<file path="src/rtl/fetch_queue.sv">
// rtl/fetch_queue.sv - PC generator and DEPTH-entry instruction prefetch queue (optional perf counters: FETCH_QUEUE_PERF_EN)
module fetch_queue #(
  parameter int unsigned DATA_W   = 16,
  parameter int unsigned ADDR_W   = 16,
  parameter int unsigned DEPTH    = 4,
  parameter int unsigned INC      = 2,
  parameter int unsigned RESET_PC = 0
) (
  input  logic              clk,
  input  logic              rst_n,
  input  logic              halt,
  input  logic              redirect_valid,
  input  logic [ADDR_W-1:0] redirect_pc,
  output logic              imem_req_valid,
  output logic [ADDR_W-1:0] imem_req_addr,
  input  logic              imem_req_ready,
  input  logic              imem_rsp_valid,
  input  logic [DATA_W-1:0] imem_rsp_data,
  output logic              inst_valid,
  output logic [DATA_W-1:0] inst,
  output logic [ADDR_W-1:0] inst_pc,
  output logic [ADDR_W-1:0] inst_incpc,
  input  logic              dec_ready,
  output logic              err
`ifdef FETCH_QUEUE_PERF_EN
  ,
  output logic [31:0]       perf_stall_cnt,
  output logic [15:0]       perf_flush_cnt
`endif
);

  localparam int unsigned PTR_W = $clog2(DEPTH);
  localparam int unsigned CNT_W = PTR_W + 1;

  logic [ADDR_W-1:0] fetch_pc_q, fetch_pc_d;
  logic [ADDR_W-1:0] pend_pc_q, pend_pc_d;
  logic              outstanding_q, outstanding_d;
  logic              discard_q, discard_d;
  logic              err_q, err_d;
  logic              started_q;
  logic [CNT_W-1:0]  occ_q, occ_d;
  logic [PTR_W-1:0]  wr_ptr_q, wr_ptr_d;
  logic [PTR_W-1:0]  rd_ptr_q, rd_ptr_d;

  logic [DATA_W-1:0] data_q  [DEPTH];
  logic [ADDR_W-1:0] pc_q    [DEPTH];
  logic [ADDR_W-1:0] incpc_q [DEPTH];

  logic [CNT_W-1:0]  count;
  logic [ADDR_W:0]   pc_inc;
  logic              accept;
  logic              rsp_take;
  logic              push;
  logic              pop;

  // count includes the slot reserved by an outstanding request, so pushes never overflow
  assign count    = occ_q + CNT_W'(outstanding_q);
  assign pc_inc   = {1'b0, fetch_pc_q} + (ADDR_W + 1)'(INC);

  // started_q holds requests off until the first edge after reset release
  assign imem_req_valid = started_q & ~halt & ~outstanding_q & ~redirect_valid
                        & (count < CNT_W'(DEPTH));
  assign imem_req_addr  = fetch_pc_q;

  assign accept   = imem_req_valid & imem_req_ready;
  assign rsp_take = imem_rsp_valid & outstanding_q;
  assign push     = rsp_take & ~discard_q & ~redirect_valid;
  assign pop      = inst_valid & dec_ready & ~redirect_valid;

  assign inst_valid = (occ_q != '0);
  assign inst       = data_q[rd_ptr_q];
  assign inst_pc    = pc_q[rd_ptr_q];
  assign inst_incpc = incpc_q[rd_ptr_q];
  assign err        = err_q;

  always_comb begin
    fetch_pc_d    = fetch_pc_q;
    pend_pc_d     = pend_pc_q;
    outstanding_d = outstanding_q;
    discard_d     = discard_q;
    err_d         = err_q;
    occ_d         = occ_q;
    wr_ptr_d      = wr_ptr_q;
    rd_ptr_d      = rd_ptr_q;

    if (redirect_valid) begin
      fetch_pc_d = redirect_pc;
      occ_d      = '0;
      rd_ptr_d   = wr_ptr_q;
      // a response still in flight keeps its slot reserved but is marked for discard
      if (outstanding_q && !imem_rsp_valid) begin
        discard_d = 1'b1;
      end else begin
        outstanding_d = 1'b0;
        discard_d     = 1'b0;
      end
      if (redirect_pc[0]) begin
        err_d = 1'b1;
      end
    end else begin
      if (accept) begin
        outstanding_d = 1'b1;
        pend_pc_d     = fetch_pc_q;
        fetch_pc_d    = pc_inc[ADDR_W-1:0];
        if (pc_inc[ADDR_W]) begin
          err_d = 1'b1;
        end
      end
      if (rsp_take) begin
        outstanding_d = 1'b0;
        discard_d     = 1'b0;
      end
      if (push) begin
        wr_ptr_d = wr_ptr_q + PTR_W'(1);
      end
      if (pop) begin
        rd_ptr_d = rd_ptr_q + PTR_W'(1);
      end
      case ({push, pop})
        2'b10:   occ_d = occ_q + CNT_W'(1);
        2'b01:   occ_d = occ_q - CNT_W'(1);
        default: occ_d = occ_q;
      endcase
    end
  end

  always_ff @(posedge clk or negedge rst_n) begin
    if (!rst_n) begin
      fetch_pc_q    <= ADDR_W'(RESET_PC);
      pend_pc_q     <= '0;
      outstanding_q <= 1'b0;
      discard_q     <= 1'b0;
      err_q         <= 1'b0;
      started_q     <= 1'b0;
      occ_q         <= '0;
      wr_ptr_q      <= '0;
      rd_ptr_q      <= '0;
    end else begin
      fetch_pc_q    <= fetch_pc_d;
      pend_pc_q     <= pend_pc_d;
      outstanding_q <= outstanding_d;
      discard_q     <= discard_d;
      err_q         <= err_d;
      started_q     <= 1'b1;
      occ_q         <= occ_d;
      wr_ptr_q      <= wr_ptr_d;
      rd_ptr_q      <= rd_ptr_d;
    end
  end

  always_ff @(posedge clk or negedge rst_n) begin
    if (!rst_n) begin
      for (int i = 0; i < DEPTH; i++) begin
        data_q[i]  <= '0;
        pc_q[i]    <= '0;
        incpc_q[i] <= '0;
      end
    end else if (push) begin
      data_q[wr_ptr_q]  <= imem_rsp_data;
      pc_q[wr_ptr_q]    <= pend_pc_q;
      incpc_q[wr_ptr_q] <= pend_pc_q + ADDR_W'(INC);
    end
  end

`ifdef FETCH_QUEUE_PERF_EN
  logic [31:0] stall_q;
  logic [15:0] flush_q;

  always_ff @(posedge clk or negedge rst_n) begin
    if (!rst_n) begin
      stall_q <= '0;
      flush_q <= '0;
    end else begin
      if (!inst_valid && !halt && stall_q != '1) begin
        stall_q <= stall_q + 32'd1;
      end
      if (redirect_valid && (inst_valid || outstanding_q) && flush_q != '1) begin
        flush_q <= flush_q + 16'd1;
      end
    end
  end

  assign perf_stall_cnt = stall_q;
  assign perf_flush_cnt = flush_q;
`endif

endmodule

</file>
<file path="config.mk">
export PLATFORM = sky130hd
export DESIGN_NAME = fetch_queue
export DESIGN_NICKNAME = d
export VERILOG_FILES = /design/src/rtl/fetch_queue.sv
export SDC_FILE = /design/constraint.sdc
export NUM_CORES = 1
export LEC_CHECK = 0
export BUFFER_PORTS_ARGS = -buffer_cell sky130_fd_sc_hd__buf_2
export CAP_MARGIN = 20
export CORE_UTILIZATION = 59
export CTS_CLUSTER_SIZE = 8
export DETAILED_ROUTE_END_ITERATION = 12
export PLACE_DENSITY = 0.82
export SYNTH_ARGS = -nofsm -noshare
export SYNTH_HDL_FRONTEND = slang
export SYNTH_SLANG_ARGS = --single-unit
export TNS_END_PERCENT = 20
</file>
<file path="constraint.sdc">
create_clock -name clk -period 2.3 [get_ports clk]
set_input_delay 0.23 -clock clk [delete_from_list [all_inputs] [get_ports clk]]
set_output_delay 0.23 -clock clk [all_outputs]
set_load 0.005 [all_outputs]
</file>
==> results of run 1 <==
[area by class of cell]
cell class                      count  area, µm²  share of cell area
Clock inverter                      1       8.76            0.000715
Timing Repair Buffer              146       1030              0.0840
Inverter                            8       30.0             0.00245
Tap cell                          220        275              0.0225
Clock buffer                       38        887              0.0724
Sequential cell                   231       5790               0.472
Multi-Input combinational cell    507       4230               0.346
[registers in the layout (all words and copies together), names as in the netlist, 2 cells and up]
name	count
occ_q	3
pc_q	64
pend_pc_q	16
data_q	64
wr_ptr_q	2
imem_req_addr	16
rd_ptr_q	2
incpc_q	60
[routing by layer]
layer | wire length (µm) | GRT usage | vias to the layer above | part of all wire
li1 | - | - | 3114 | -
met5 | 0 | 0 | - | 0
met2 | 11500 | 0.456 | 187 | 0.51
met4 | 437 | 0.0840 | 0 | 0.019
met1 | 9560 | 0.362 | 3492 | 0.42
met3 | 1120 | 0.0518 | 41 | 0.049
[metrics by stage]
step / utilization / setup slack (ps) / cells / hold slack, ps
6_report: 0.731 / 121 / 1151 / 13.6
5_1_grt: 0.731 / 84.8 / 1151 / 16.6
4_1_cts: 0.729 / 7.81 / 1147 / 1.99
3_5_place_dp: 0.666 / 307 / 1092 / 204
3_3_place_gp: 0.666 / 398 / 1092 / 210
2_1_floorplan: - / 339 / 802 / -65.6
[cells by family after synthesis]
group,Yosys count
buffers and inverters,64
flip-flops,231
XOR/XNOR,19
AO/OA/AOI/OAI,105
other,1
adder cells (fa/ha/maj),7
AND/OR/NAND/NOR,203
multiplexers,172
[what timing repair did]
item | CTS | global route
hold endpoints to repair | 75 | 0
hold buffers | 16 | 0
gates resized for setup | 0 | 1
endpoints found under the setup margin | 0 | 9
buffers inserted | 0 | 4
[power breakdown]
part	switching [mW]	internal [mW]
logic	1.40	1.58
registers	0.656	4.87
clock network	1.60	2.68
[path summary, 6_finish.rpt]
kind | slack, ps | cells after the start | startpoint | endpoint
max | 120 | 3 | rd_ptr_q[0]$_DFFE_PN0P_ | inst_incpc[9]
min | 10 | 2 | imem_rsp_data[12] | data_q[60]$_DFFE_PN0P_
min reg2reg | 470 | 2 | incpc_q[60]$_DFFE_PN0P_ | incpc_q[60]$_DFFE_PN0P_
min in group asynchronous | 270 | 2 | rst_n | incpc_q[18]$_DFFE_PN0P_
max reg2reg | 250 | 5 | pend_pc_q[1]$_DFFE_PN0P_ | incpc_q[31]$_DFFE_PN0P_
max in group asynchronous | 1270 | 3 | rst_n | incpc_q[46]$_DFFE_PN0P_
[cells in the final DEF, fill, tap and decap left out, types with 4 or more instances in the layout]
master         count
buf_12            10
buf_2            104
buf_4             14
clkbuf_16         35
dfrtp_1          229
dlygate4sd3_1     16
ha_1               6
inv_1              8
mux2_2           121
mux2i_1            4
mux4_2            47
nand2_1          132
nand2_2            4
nand3_1           13
nand4_1            8
nor2_1             8
nor2b_1            4
nor3_1            12
o21ai_0           80
o311ai_0           4
or3_1              5
xnor2_1           13
xor2_1             6
==> impl_metrics.yaml, run 1 <==
sta:
  hold_viol: 0
  fin_skew_ps: 19.5
  fin_tns_setup_ps: 0
  relSlewSlack: 0.619
  setup_violations: 0
  timing.fmax_ghz: 0.459
  period_share: 0.947
  drv_slew: 0
  worst_slew_pin_slew_ps: 570
  layout_min_cycle_time_ps: 2180
  rsz0062_at_grt: "false"
clock_network:
  cts-buffers-inserted: 34
  cts_max_level: 2
  clk_pin_slew_worst_paths_ps: 50
  cts_sinks: 231
  cts_root_buf: "clkbuf_16"
  clk_path_buf_depth: 3
  cts_tree: "done"
  clock_latency_ps: 500
synthesis:
  synth-compound-area-share: 0.0568
  ys_types: 44
  synth_commonest_cells: "231 x dfrtp_1, 136 x nand2_1, 121 x mux2_2"
  synth_simple_gate_area_frac: 0.0891
  yosysTopAreaCellShare: 0.563
  syn_inst: 802
  synth_top_family_by_area: "multiplexers"
  syn-cell-area_um2: 10300
  async_flop_share: 1.00
  synth-main-ff-cell: "dfrtp_1"
  synthAdderAreaFrac: 0.00926
  synth_edf_count: 0
  ys_warn_count: 0
  syn_area_per_cell_um2: 12.8
  yosys-top-cells-area: "dfrtp_1 56%, mux2_2 13%, mux4_2 10%, nand2_1 5.0%, o21ai_0 3.9%"
  synth_top_area_cell: "dfrtp_1"
  synthMuxAreaShare: 0.240
  seq_area_frac_synth: 0.563
  ys_ff_latch: 231
  yosysMostFrequentCell: "dfrtp_1"
  synth_nets: 848
  synth_xor_area_frac: 0.0162
setup_path:
  crit_required_ps: 2070
  crit_type: "reg2out"
  worstSetupEndpointType: "output pin"
  critPathBufInv: 2
  crit_chain: "buf_16 -> mux4_2 -> buf_2"
  arrival_ps: 1950
  cpPeakStageDelay_ps: 550
  cp-start-kind: "flop"
  cp_slowest_cell: "mux4_2"
  cp_top_family: "multiplexers"
  critPathMaxFanout: 23
job:
  maxCapViolCount: 0
global_route:
  antenna_found_initial: 0
  grt_use_total: 0.272
  grt_max_degree: 65
  overflow: 0
  grt_pass1_vias: 7353
  grt_pass1_wl_um: 38000
detailed_routing:
  drtAntennaViolNets: 0
  dr.first_iter.drc_count: 541
  dr.pass1.iters: 5
  wl_um: 22700
  drc: 0
  vias: 6834
  viasPerCell: 5.94
  routedWlPerCell_um: 19.7
pwr:
  worst_ir_drop_vdd_uv: 518
  power_density_nw_per_um2: 1040
  cellLeakagePower_nw: 5.95
  power.total_mw: 12.8
placed_design:
  gp_congestion: 0.828
  io_buffer_count: 105
  hpwlAfterDp_um: 13500
  placed_cell_area_um2: 11200
final_layout:
  antenna_cells: 0
  nNetsFinal: 974
  nFillCells: 1018
  stdcell_area_um2: 12200
  area_growth_syn_to_layout_pct: 19.3
  drive_gt1_frac: 0.367
floorplan:
  die_h_um: 134
  die_area_um2: 17900
  core_um2: 16800
  start_util: 0.613
  dieWidth_um: 134
  std_cell_rows: 47
  io_pins: 106
run_status:
  outcome: "finished, final reports clean"
worst_hold_path:
  hold_path.class: "in2reg"
Note: power is estimated with default switching activity, not from simulation.
==> run 2: changes to the inputs <==
--- a/config.mk
+++ b/config.mk
@@ -7,6 +7,7 @@
 export LEC_CHECK = 0
 export BUFFER_PORTS_ARGS = -buffer_cell sky130_fd_sc_hd__buf_2
 export CAP_MARGIN = 20
+export CORE_ASPECT_RATIO = 2
 export CORE_UTILIZATION = 59
 export CTS_CLUSTER_SIZE = 8
 export DETAILED_ROUTE_END_ITERATION = 12
==> run 2 against run 1 <==
Maximum frequency increased by 1.5%. Sequential share of layout area grew 0.14 points. Hold slack improved by 6.3 ps. Clock-buffer cell count shrank 2. Register-to-register slack worse by 96 ps. Final area is 0.29% lower. Wire length is 4.2% higher. Critical path type is now reg2reg. Critical endpoint is now imem_req_addr[13]$_DFFE_PN0P_. Largest cell class unchanged.
==> impl_metrics.yaml, run 2 (synthesis results as in run 1) <==
detailed_routing:
  drtAntennaViolNets: 0
  drc: 0
  vias: 6976
  dr.first_iter.drc_count: 405
  viasPerCell: 6.11
  dr.pass1.iters: 5
  wl_um: 23600
  routedWlPerCell_um: 20.7
placed_design:
  gp_congestion: 0.812
  io_buffer_count: 105
  hpwlAfterDp_um: 14500
clock_network:
  cts_tree: "done"
  clk_pin_slew_worst_paths_ps: 50
  clock_latency_ps: 480
  clk_path_buf_depth: 3
  cts_max_level: 2
  cts_root_buf: "clkbuf_16"
  cts_resized: 0
  cts_sinks: 231
  cts-buffers-inserted: 34
final_layout:
  nNetsFinal: 979
  antenna_cells: 0
  drive_gt1_frac: 0.372
  multiInputGateArea_um2: 4230
  final_common_cell: "dfrtp_1"
  seq_area_um2: 5790
  reg.largest.list: "data_q x64, pc_q x64, incpc_q x60"
  final_cell_mix: "229 x dfrtp_1, 132 x nand2_1, 121 x mux2_2"
  nFillCells: 1054
  area_growth_syn_to_layout_pct: 18.9
global_route:
  grt_use_total: 0.279
  overflow: 0
  antenna_found_initial: 0
  grt_max_degree: 69
  grt_pass1_vias: 7609
  grt_pass1_wl_um: 38200
sta:
  whs_ps: 19.9
  timing.fmax_ghz: 0.466
  worst_slew_pin_slew_ps: 543
  drv_slew: 0
  layout_min_cycle_time_ps: 2150
  fin_tns_setup_ps: 0
  setup_violations: 0
  hold_viol: 0
  period_share: 0.933
  relSlewSlack: 0.633
  fin_skew_ps: 12.9
  rsz0062_at_grt: "false"
pwr:
  cellLeakagePower_nw: 5.95
  worst_ir_drop_vdd_uv: 738
  power_density_nw_per_um2: 1050
floorplan:
  dieWidth_um: 95.3
  start_util: 0.609
  core_um2: 16800
  io_pins: 106
  die_h_um: 189
  die_area_um2: 18000
  std_cell_rows: 67
setup_path:
  crit_type: "reg2reg"
  worstSetupEndpointType: "flop"
  crit_required_ps: 2630
  cp-start-kind: "flop"
  arrival_ps: 2480
  critPathMaxFanout: 9
worst_hold_path:
  hold_path.class: "in2reg"
run_status:
  outcome: "finished, final reports clean"
job:
  maxCapViolCount: 0
run 2: cell types whose count changed in the layout (fill, tap and decap cells not counted):
cell	change
clkbuf_1	-1
buf_12	-1
dlygate4sd3_1	-1
buf_4	+8
clkinv_8	+1
clkbuf_16	-1
inv_6	-1
buf_16	-1
run 2: worst paths after layout:
path | slack [ps] | endpoint | cells after the start | start
setup / recovery | 150 | imem_req_addr[13]$_DFFE_PN0P_ | 4 | outstanding_q$_DFFE_PN0P_
hold / removal | 20 | data_q[24]$_DFFE_PN0P_ | 2 | imem_rsp_data[8]
setup reg to reg | 150 | imem_req_addr[13]$_DFFE_PN0P_ | 4 | outstanding_q$_DFFE_PN0P_
hold reg to reg | 470 | pc_q[10]$_DFFE_PN0P_ | 2 | pc_q[10]$_DFFE_PN0P_
max in group asynchronous | 1130 | incpc_q[56]$_DFFE_PN0P_ | 3 | rst_n
min in group asynchronous | 280 | pc_q[54]$_DFFE_PN0P_ | 2 | rst_n
run 2: timing repair:
item / in CTS / in global routing
hold buffers: 15 / 0
endpoints found under the setup margin: 32 / 0
setup buffers: 4 / 0
endpoints found under the hold margin: 78 / 0
run 2: metrics by stage:
stage / instance area, µm² / std cells / worst slack, ps / total power [mW] / utilization
after floorplan: 10300 / 802 / 339 / 7.28 / -
after detailed placement: 11200 / 1085 / 345 / 8.48 / 0.662
final: 12200 / 1141 / 154 / 12.8 / 0.725
after global routing: 12200 / 1141 / 32.1 / 13.3 / 0.725
after CTS: 12200 / 1141 / 121 / 12.8 / 0.725
after global placement: 11200 / 1085 / 339 / 8.34 / 0.662
run 2: cell type report:
class	count	share of cell area
clock buffers	36	0.0703
clock inverters	1	0.00133
inverters	8	0.00246
multi-input cells	507	0.347
flip-flops and latches	231	0.474
well taps	207	0.0212
repair buffers	151	0.0844
run 2: routing by layer:
layer / global-route usage / vias up / routed length, µm / part of all wire
li1: - / 3110 / - / -
met1: 0.308 / 3536 / 8560 / 0.36
met2: 0.505 / 254 / 13000 / 0.55
met3: 0.0395 / 76 / 945 / 0.040
met4: 0.140 / 0 / 1070 / 0.045
met5: 0 / - / 0 / 0
run 2: where the power goes:
part | total (mW) | internal (mW) | switching [mW] | leakage, nW
Clock | 4.22 | 2.60 | 1.62 | 0.428
Sequential | 5.51 | 4.87 | 0.638 | 3.10
Combinational | 3.04 | 1.58 | 1.45 | 2.42
Total | 12.8 | 9.06 | 3.71 | 5.95
run 2: critical path: stages (launching register included):
cell      delay [ps]
dfrtp_1          430
nor4b_4          550
nand3_1          290
o311ai_0         580
nand3_1          150
==> run 3: changes to the inputs <==
--- a/config.mk
+++ b/config.mk
@@ -12,6 +12,7 @@
 export CTS_CLUSTER_SIZE = 8
 export DETAILED_ROUTE_END_ITERATION = 12
 export PLACE_DENSITY = 0.82
+export REMOVE_ABC_BUFFERS = 1
 export SYNTH_ARGS = -nofsm -noshare
 export SYNTH_HDL_FRONTEND = slang
 export SYNTH_SLANG_ARGS = --single-unit
==> run 3 against run 2 <==
Highest routed layer unchanged. Critical path type is now reg2out. Setup slack worse by 13 ps. Power decreased by 0.56%. Clock-buffer cell count unchanged. Sequential power increased by 0.9%. First-iteration DRC count down 6.4%. Clock skew decreased by 1.2 ps. Non-clock buffer count is 8 lower. Largest cell class unchanged. Clock power about the same. Cell count decreased by 0.53%.
==> impl_metrics.yaml, run 3 (synthesis results as in run 1) <==
placed_design:
  placed_cell_area_um2: 11100
  gp_congestion: 0.810
  io_buffer_count: 105
  hpwlAfterDp_um: 14100
  dp_slack_ps: 404
setup_path:
  worstSetupEndpointType: "output pin"
  reg2reg_to: "imem_req_addr[13]$_DFFE_PN0P_"
  crit_required_ps: 2070
  cp_slowest_cell: "mux4_2"
  crit_type: "reg2out"
  r2r_cells: 4
  cp_top_family: "multiplexers"
  timing.rr.start: "outstanding_q$_DFFE_PN0P_"
  r2r_slack_ps: 380
  critPathMaxFanout: 14
  critical_path_depth: 3
  critPathBufInv: 2
  cp-start-kind: "flop"
  cpPeakStageDelay_ps: 570
  crit_chain: "buf_12 -> mux4_2 -> buf_2"
  arrival_ps: 1930
worst_hold_path:
  min_delay_worst_endpoint: "imem_req_addr[9]$_DFFE_PN0P_"
  hold_path.class: "in2reg"
  whs_path_depth: 3
  hold_start: "redirect_pc[9]"
sta:
  fin_tns_setup_ps: 0
  setup_violations: 0
  rsz0062_at_grt: "false"
  fin_skew_ps: 11.7
  timing.fmax_ghz: 0.463
  period_share: 0.939
  fin_ws_ps: 140
  drv_slew: 0
  hold_viol: 0
  layout_min_cycle_time_ps: 2160
floorplan:
  die_h_um: 189
  std_cell_rows: 67
  start_util: 0.609
  io_pins: 106
  core_um2: 16800
  die_area_um2: 18000
  dieWidth_um: 95.3
clock_network:
  cts_tree: "done"
  cts_max_level: 2
  cts-buffers-inserted: 34
  clock_latency_ps: 490
  clk_pin_slew_worst_paths_ps: 50
  cts_root_buf: "clkbuf_16"
  cts_resized: 0
  clk_path_buf_depth: 3
  cts_sinks: 231
detailed_routing:
  wl_um: 22400
  drc: 0
  dr.first_iter.drc_count: 379
  routedWlPerCell_um: 19.7
  viasPerCell: 6.04
  vias: 6861
  dr.pass1.iters: 5
  drtAntennaViolNets: 0
final_layout:
  final_common_cell: "dfrtp_1"
  stdcell_area_um2: 12200
  reg.largest.list: "data_q x64, pc_q x64, incpc_q x60"
  drive_gt1_frac: 0.370
  fin_util: 0.723
  seq_area_um2: 5790
  antenna_cells: 0
  nNetsFinal: 971
  area_growth_syn_to_layout_pct: 18.6
  multiInputGateArea_um2: 4230
  nFillCells: 1068
  final_cell_mix: "229 x dfrtp_1, 132 x nand2_1, 121 x mux2_2"
pwr:
  power_density_nw_per_um2: 1040
  cellLeakagePower_nw: 5.92
  power.total_mw: 12.7
  worst_ir_drop_vdd_uv: 586
job:
  maxCapViolCount: 0
global_route:
  grt_pass1_vias: 7425
  grt_pass1_wl_um: 37300
  overflow: 0
  grt_max_degree: 77
  antenna_found_initial: 0
  grt_use_total: 0.270
run_status:
  outcome: "finished, final reports clean"
[run 3: report_power, final]
part / total [mW] / internal [mW] / switching, mW / leakage (nW)
Sequential: 5.56 / 4.87 / 0.697 / 3.10
Combinational: 2.89 / 1.57 / 1.32 / 2.39
Clock: 4.24 / 2.62 / 1.62 / 0.437
Total: 12.7 / 9.06 / 3.63 / 5.92
[run 3: per-layer routing]
layer  global-route usage  vias to the layer above  share of wire
met5                    0                        -              0
met4                0.100                        0          0.029
met3               0.0343                       44          0.037
met2                0.496                      181           0.57
met1                0.310                     3540           0.36
li1                     -                     3096              -
[run 3: stage by stage]
| stage | hold WS (ps) | std cells |
|---|---|---|
| after global routing | 14.5 | 1135 |
| after CTS | 3.18 | 1135 |
| final | 9.65 | 1135 |
| after detailed placement | 195 | 1081 |
| after global placement | 198 | 1081 |
| after floorplan | -65.6 | 746 |
[run 3: layout make-up]
cell class              count  area share
flip-flops and latches    231       0.475
inverters                   8     0.00247
repair buffers            143      0.0803
well taps                 207      0.0213
clock inverters             3     0.00277
clock buffers              36      0.0705
multi-input cells         507       0.348
[run 3: worst max-delay path by stage]
stage	slack, ps	endpoint	start
after global routing	90	inst_incpc[2]	rd_ptr_q[0]$_DFFE_PN0P_
after detailed placement	400	imem_req_addr[13]$_DFFE_PN0P_	outstanding_q$_DFFE_PN0P_
after floorplan	-620	data_q[0]$_DFFE_PN0P_	outstanding_q$_DFFE_PN0P_
final	140	inst_pc[12]	rd_ptr_q[0]$_DFFE_PN0P_
after CTS	130	inst_incpc[2]	rd_ptr_q[0]$_DFFE_PN0P_
after global placement	460	inst_incpc[2]	rd_ptr_q[0]$_DFFE_PN0P_
[run 3: repair_timing]
| item | 4_1_cts | 5_1_grt |
|---|---|---|
| endpoints found under the hold margin | 69 | 0 |
| setup endpoints to repair | 22 | 0 |
| hold buffers | 13 | 0 |
| buffers inserted | 2 | 0 |
[run 3: worst register-to-register path: cells and delay by family, from the launching register on]
kind	cells	cell delay, ps
and+or+nand+nor	4	1430
DFF	1	430
